### config.mk
export PLATFORM = sky130hd
export DESIGN_NAME = dsp19x2_lane_sequencer
export DESIGN_NICKNAME = d
export VERILOG_FILES = /design/src/rtl/dsp19x2_lane_sequencer.sv
export SDC_FILE = /design/constraint.sdc
export NUM_CORES = 1
export LEC_CHECK = 0
export BUFFER_PORTS_ARGS = -buffer_cell sky130_fd_sc_hd__buf_2
export CORE_UTILIZATION = 42
export CTS_BUF_LIST = sky130_fd_sc_hd__clkbuf_2 sky130_fd_sc_hd__clkbuf_4 sky130_fd_sc_hd__clkbuf_8
export CTS_CLUSTER_SIZE = 28
export DETAILED_ROUTE_END_ITERATION = 7
export PLACE_DENSITY = 0.73
export SLEW_MARGIN = 20
export SYNTH_ARGS = -nofsm -noshare
export SYNTH_HDL_FRONTEND = slang
export SYNTH_SLANG_ARGS = --single-unit
### constraint.sdc
create_clock -name clk -period 2.5 [get_ports clk]
set_clock_uncertainty 0.15 [all_clocks]
set_input_delay 0.375 -clock clk [delete_from_list [all_inputs] [get_ports clk]]
set_output_delay 0.375 -clock clk [all_outputs]
set_load 0.01 [all_outputs]
### src/rtl/dsp19x2_lane_sequencer.sv
// Issue/collect sequencer for the DSP19x2 multiply-subtract accumulator: gathers a lane0/lane1
// operand pair, issues SEED then STEP beats, waits DSP_LATENCY clocks and returns both lane results.
module dsp19x2_lane_sequencer #(
  parameter int unsigned A_LANE_W    = 10,
  parameter int unsigned B_LANE_W    = 9,
  parameter int unsigned Z_LANE_W    = 19,
  parameter int unsigned DSP_LATENCY = 1
) (
  input  logic                  clk,
  input  logic                  reset,
  input  logic                  s_valid,
  output logic                  s_ready,
  input  logic                  s_lane,
  input  logic [A_LANE_W-1:0]   s_a,
  input  logic [B_LANE_W-1:0]   s_b,
  output logic [2*A_LANE_W-1:0] dsp_a,
  output logic [2*B_LANE_W-1:0] dsp_b,
  input  logic [2*Z_LANE_W-1:0] dsp_z,
  output logic                  m_valid,
  input  logic                  m_ready,
  output logic                  m_lane,
  output logic [Z_LANE_W-1:0]   m_data,
  output logic                  busy,
  output logic                  err
);

  localparam int unsigned CNT_W = 2;

  typedef enum logic [2:0] {
    S_IDLE, S_GET1, S_SEED, S_STEP, S_WAIT, S_OUT0, S_OUT1
  } state_t;

  state_t                  state_q, state_d;
  logic [A_LANE_W-1:0]     a0_q, a0_d, a1_q, a1_d;
  logic [B_LANE_W-1:0]     b0_q, b0_d, b1_q, b1_d;
  logic [CNT_W-1:0]        cnt_q, cnt_d;
  logic [Z_LANE_W-1:0]     r1_q, r1_d;
  logic [2*A_LANE_W-1:0]   dsp_a_q, dsp_a_d;
  logic [2*B_LANE_W-1:0]   dsp_b_q, dsp_b_d;
  logic                    s_ready_q, s_ready_d;
  logic                    m_valid_q, m_valid_d;
  logic                    m_lane_q, m_lane_d;
  logic [Z_LANE_W-1:0]     m_data_q, m_data_d;
  logic                    busy_q, busy_d;
  logic                    err_q, err_d;
  logic                    s_fire;

  assign s_fire = s_valid && s_ready_q;

  // Next state; dsp_a/dsp_b are computed one beat early so the registered copies line up with SEED/STEP.
  always_comb begin
    state_d  = state_q;
    a0_d     = a0_q;
    a1_d     = a1_q;
    b0_d     = b0_q;
    b1_d     = b1_q;
    cnt_d    = cnt_q;
    r1_d     = r1_q;
    dsp_a_d  = '0;
    dsp_b_d  = '0;
    m_lane_d = m_lane_q;
    m_data_d = m_data_q;
    err_d    = err_q;

    case (state_q)
      S_IDLE: begin
        if (s_fire) begin
          if (!s_lane) begin
            a0_d    = s_a;
            b0_d    = s_b;
            state_d = S_GET1;
          end else begin
            err_d = 1'b1;
          end
        end
      end
      S_GET1: begin
        if (s_fire) begin
          if (s_lane) begin
            a1_d    = s_a;
            b1_d    = s_b;
            dsp_a_d = {s_a, a0_q};
            state_d = S_SEED;
          end else begin
            err_d = 1'b1;
          end
        end
      end
      S_SEED: begin
        dsp_a_d = {a1_q, a0_q};
        dsp_b_d = {b1_q, b0_q};
        state_d = S_STEP;
      end
      S_STEP: begin
        cnt_d   = CNT_W'(DSP_LATENCY - 1);
        state_d = S_WAIT;
      end
      S_WAIT: begin
        if (cnt_q == '0) begin
          m_data_d = dsp_z[Z_LANE_W-1:0];
          r1_d     = dsp_z[2*Z_LANE_W-1:Z_LANE_W];
          m_lane_d = 1'b0;
          state_d  = S_OUT0;
        end else begin
          cnt_d = CNT_W'(cnt_q - 1'b1);
        end
      end
      S_OUT0: begin
        if (m_ready) begin
          m_data_d = r1_q;
          m_lane_d = 1'b1;
          state_d  = S_OUT1;
        end
      end
      S_OUT1: begin
        if (m_ready) begin
          m_data_d = '0;
          m_lane_d = 1'b0;
          state_d  = S_IDLE;
        end
      end
      default: state_d = S_IDLE;
    endcase

    s_ready_d = (state_d == S_IDLE) || (state_d == S_GET1);
    m_valid_d = (state_d == S_OUT0) || (state_d == S_OUT1);
    busy_d    = (state_d != S_IDLE);
  end

  always_ff @(posedge clk) begin
    if (reset) begin
      state_q   <= S_IDLE;
      a0_q      <= '0;
      a1_q      <= '0;
      b0_q      <= '0;
      b1_q      <= '0;
      cnt_q     <= '0;
      r1_q      <= '0;
      dsp_a_q   <= '0;
      dsp_b_q   <= '0;
      s_ready_q <= 1'b1;
      m_valid_q <= 1'b0;
      m_lane_q  <= 1'b0;
      m_data_q  <= '0;
      busy_q    <= 1'b0;
      err_q     <= 1'b0;
    end else begin
      state_q   <= state_d;
      a0_q      <= a0_d;
      a1_q      <= a1_d;
      b0_q      <= b0_d;
      b1_q      <= b1_d;
      cnt_q     <= cnt_d;
      r1_q      <= r1_d;
      dsp_a_q   <= dsp_a_d;
      dsp_b_q   <= dsp_b_d;
      s_ready_q <= s_ready_d;
      m_valid_q <= m_valid_d;
      m_lane_q  <= m_lane_d;
      m_data_q  <= m_data_d;
      busy_q    <= busy_d;
      err_q     <= err_d;
    end
  end

  assign s_ready = s_ready_q;
  assign dsp_a   = dsp_a_q;
  assign dsp_b   = dsp_b_q;
  assign m_valid = m_valid_q;
  assign m_lane  = m_lane_q;
  assign m_data  = m_data_q;
  assign busy    = busy_q;
  assign err     = err_q;

endmodule

==> impl_results.md <==
* Cell Area, Placed at a little over 5000 µm²
* Measured slew at the worst slew-check pin at around 860 ps
* Yosys cell types at 44
* Avg Cell Area, Syn at 9.240 µm²
* Hold WC Path Type: in2reg
* First-pass GRT wire length at around 17 mm
* Layout Utilization at a little over half
* Pwr dens at between 700 and 800 nW/µm²
* DRT Pass-1 Iters at 4
* Yosys top cell by area: dfxtp_1
* DP HPWL at 6.886 mm
* RSZ-0062 raised after global routing: no
* Clk slew on worst S/H paths at around 80 ps
* CTS Root Cell: clkbuf_8
* Antenna Nets Post-Route at 0
* Hold_sp: dsp_z[20]
* Routed length per instance at between 10 and 15 µm
* Sw frac at 24.80%
* Post-synth EDFFs at 0
* Asr flop ratio synth at 0%
* Status: finished clean
* Final TNS setup at 0 ps
* CTS tree: yes
* Top_reg_cell synth: dfxtp_1
* Worst setup path category: reg2reg
* Initial Util at around 43%
* CTS max path bufs at 2
* Synth top area share at between 50% and 60%
* Wirelength, routed at around 10 mm
* Largest cells by area after synthesis: dfxtp_1 56%, nand2_1 11%, a21oi_1 8.6%
* Final min period at between 2000 and 2500 ps
* Syn Std Cell Area at approximately 4400 µm²
* Initial antenna violation count at 0
* Hold-fix buffers, CTS at 0
* Die X at ~100 µm
* Post-CTS setup buffers at 0
* Worst-path fanout max at 22
* Die ar. at roughly 11000 µm²
* Vias in the first global route at 3650
* H-tree depth at 4
* Final Setup Violations at 0
* Comb power frac at under 10%
* I/O Pins at 124
* Pins Over Slew Limit at 0
* Std cell rows at 37
* VDD IR max at approximately 0.32 mV
* Die height at 104.5 µm
* Max Freq at approximately 0.45 GHz
* Post-route cell area at about 5500 µm²
* Routability cong. at approximately 0.75
* Syn Nets at 541
* Type of origin of the critical path: flop
* Worst slew margin at 42.84%
* Layout cell share with drive strength beyond 1 at 28.78%
* FF+latch count, synth at between 100 and 150
* Initial drt markers at approximately 180
* Register share of total power at between 40 and 50%
* Post-synthesis sequential area ratio at roughly 56%
* Total CTS buffers at 17
* Clk sinks at 124
* Psw at between 0.001 and 0.0015 W
* Largest net degree at the start of global routing at 37
* Area of the core at ~10000 µm²
* Area Growth Syn to Fin at 24.08%
* Vias per cell at 5.087
* Reg2reg start: state_q[0]
* Final Hold Vio Count at 0
* Syn Inst Count at around 480
* Tot GR Track Use at slightly below 20%
* GRT overflow at 0
* Period Utilization, post-route at between 80% and 90%
* Worst EP required at ~2700 ps
* Clock power share at between 40% and 50%
* Setup crit end kind: flop
* DRC viols at 0
* Clock latency on the worst-skew pair at around 430 ps
* Vias at 3785
* Pint at 0.003136 W
* Max_cap viols at 0
* I/O Buffers at 123
* YS warnings at 0
* CP Data Arrival Time at approximately 2400 ps
* Ant diodes at 0
* Leak Pwr at 2.302 nW
* CTS-repair resized insts at 0
* Crit path launch: state_q[0]
* Fin nets at between 600 and 700
[per-stage QoR]
step / total power (W) / setup WS (ps) / std cells / hold WS [ps]
6_report: 0.004170 / 283.2 / 744 / 29.47
5_1_grt: 0.004353 / 124.1 / 744 / 19.03
3_5_place_dp: 0.002342 / 300.4 / 712 / 293.6
3_3_place_gp: 0.002333 / 416.1 / 712 / 287.8
2_1_floorplan: 0.002245 / 856.5 / 478 / 279.6
4_1_cts: 0.004212 / 273.2 / 744 / 5.017
[cell usage in the layout (no fill, tap or decap), drive strengths merged, types with 2 or more instances in the layout]
cell type and instances:
buf 130, nand2 127, dfxtp 124, a21oi 77, and3 20, clkbuf 18
a22oi 17, o2bb2ai 17, and2 12, inv 12, nor2 10, nor3 7
nand2b 5, bufinv 3, a211oi 3, nand3 3, and2b 2, clkinv 2
o21ai 2, a2111oi 2
[path summary, 6_finish.rpt]
kind	cells past startpoint	to	slack (ps)
max	3	dsp_a[19]	280
min	3	r1_q[1]	30
max reg2reg	3	dsp_a[19]	280
min reg2reg	2	b1_q[1]	300
[final cells by class]
class	count	area, µm²
clock buffers	18	241.5
clock inverters	14	180.2
fillers	983	4797
well taps	136	170.2
inverters	4	15.01
repair buffers	130	668.1
flip-flops and latches	124	2482
multi-input cells	318	1723
[critical path: stages (launching register included)]
cell and delay, ps:
dfxtp_1 780, and3_1 840, nand2_1 190, a21oi_1 170
[cell usage after synthesis (2+ instances only)]
| cell | n |
|---|---|
| a211oi_1 | 2 |
| dfxtp_1 | 124 |
| buf_4 | 6 |
| nand2_1 | 126 |
| and3_1 | 20 |
| a21oi_1 | 76 |
| nand2b_1 | 4 |
| nor3_1 | 5 |
| and2_1 | 12 |
| nor2_1 | 9 |
| inv_1 | 4 |
| a22oi_1 | 17 |
| nand3_1 | 2 |
| o2bb2ai_1 | 16 |
| buf_6 | 6 |
| buf_2 | 7 |
| nor3_2 | 2 |
| clkbuf_1 | 13 |
| and2b_1 | 2 |
[flip-flops by register name (all words and copies together), names as in the netlist]
| name | count |
|---|---|
| r1_q | 19 |
| a1_q | 10 |
| b0_q | 9 |
| b1_q | 9 |
| state_q | 3 |
| m_lane | 1 |
| cnt_q | 2 |
| m_valid | 1 |
| err | 1 |
| s_ready | 1 |
| dsp_a | 20 |
| dsp_b | 18 |
| a0_q | 10 |
| m_data | 19 |
| busy | 1 |
[cells by family after synthesis]
group                    synth area share, %
AO/OA/AOI/OAI                          18.02
flip-flops                             56.20
XOR/XNOR                              0.1983
buffers and inverters                  4.787
multiplexers                          0.5099
AND/OR/NAND/NOR                        20.00
adder cells (fa/ha/maj)               0.2832
[routing by layer]
metal	global-route usage, %	vias to the layer above	part of all wire (%)
met2	32.64	157	48
met3	7.299	10	8.2
li1	-	1867	-
met1	23.61	1751	43
met5	0	-	0
met4	6.429	0	0.77
[power groups by stage]
stage | Sequential, W | Clock, W | Combinational [W]
floorplan | 0.00208 | 0 | 0.000166
global placement | 0.00209 | 0 | 0.000245
detailed placement | 0.00209 | 0 | 0.000251
CTS | 0.00204 | 0.00191 | 0.000253
global route | 0.00205 | 0.00202 | 0.000281
finish | 0.00204 | 0.00187 | 0.000251
No activity file was read; power rests on OpenSTA's default activity.
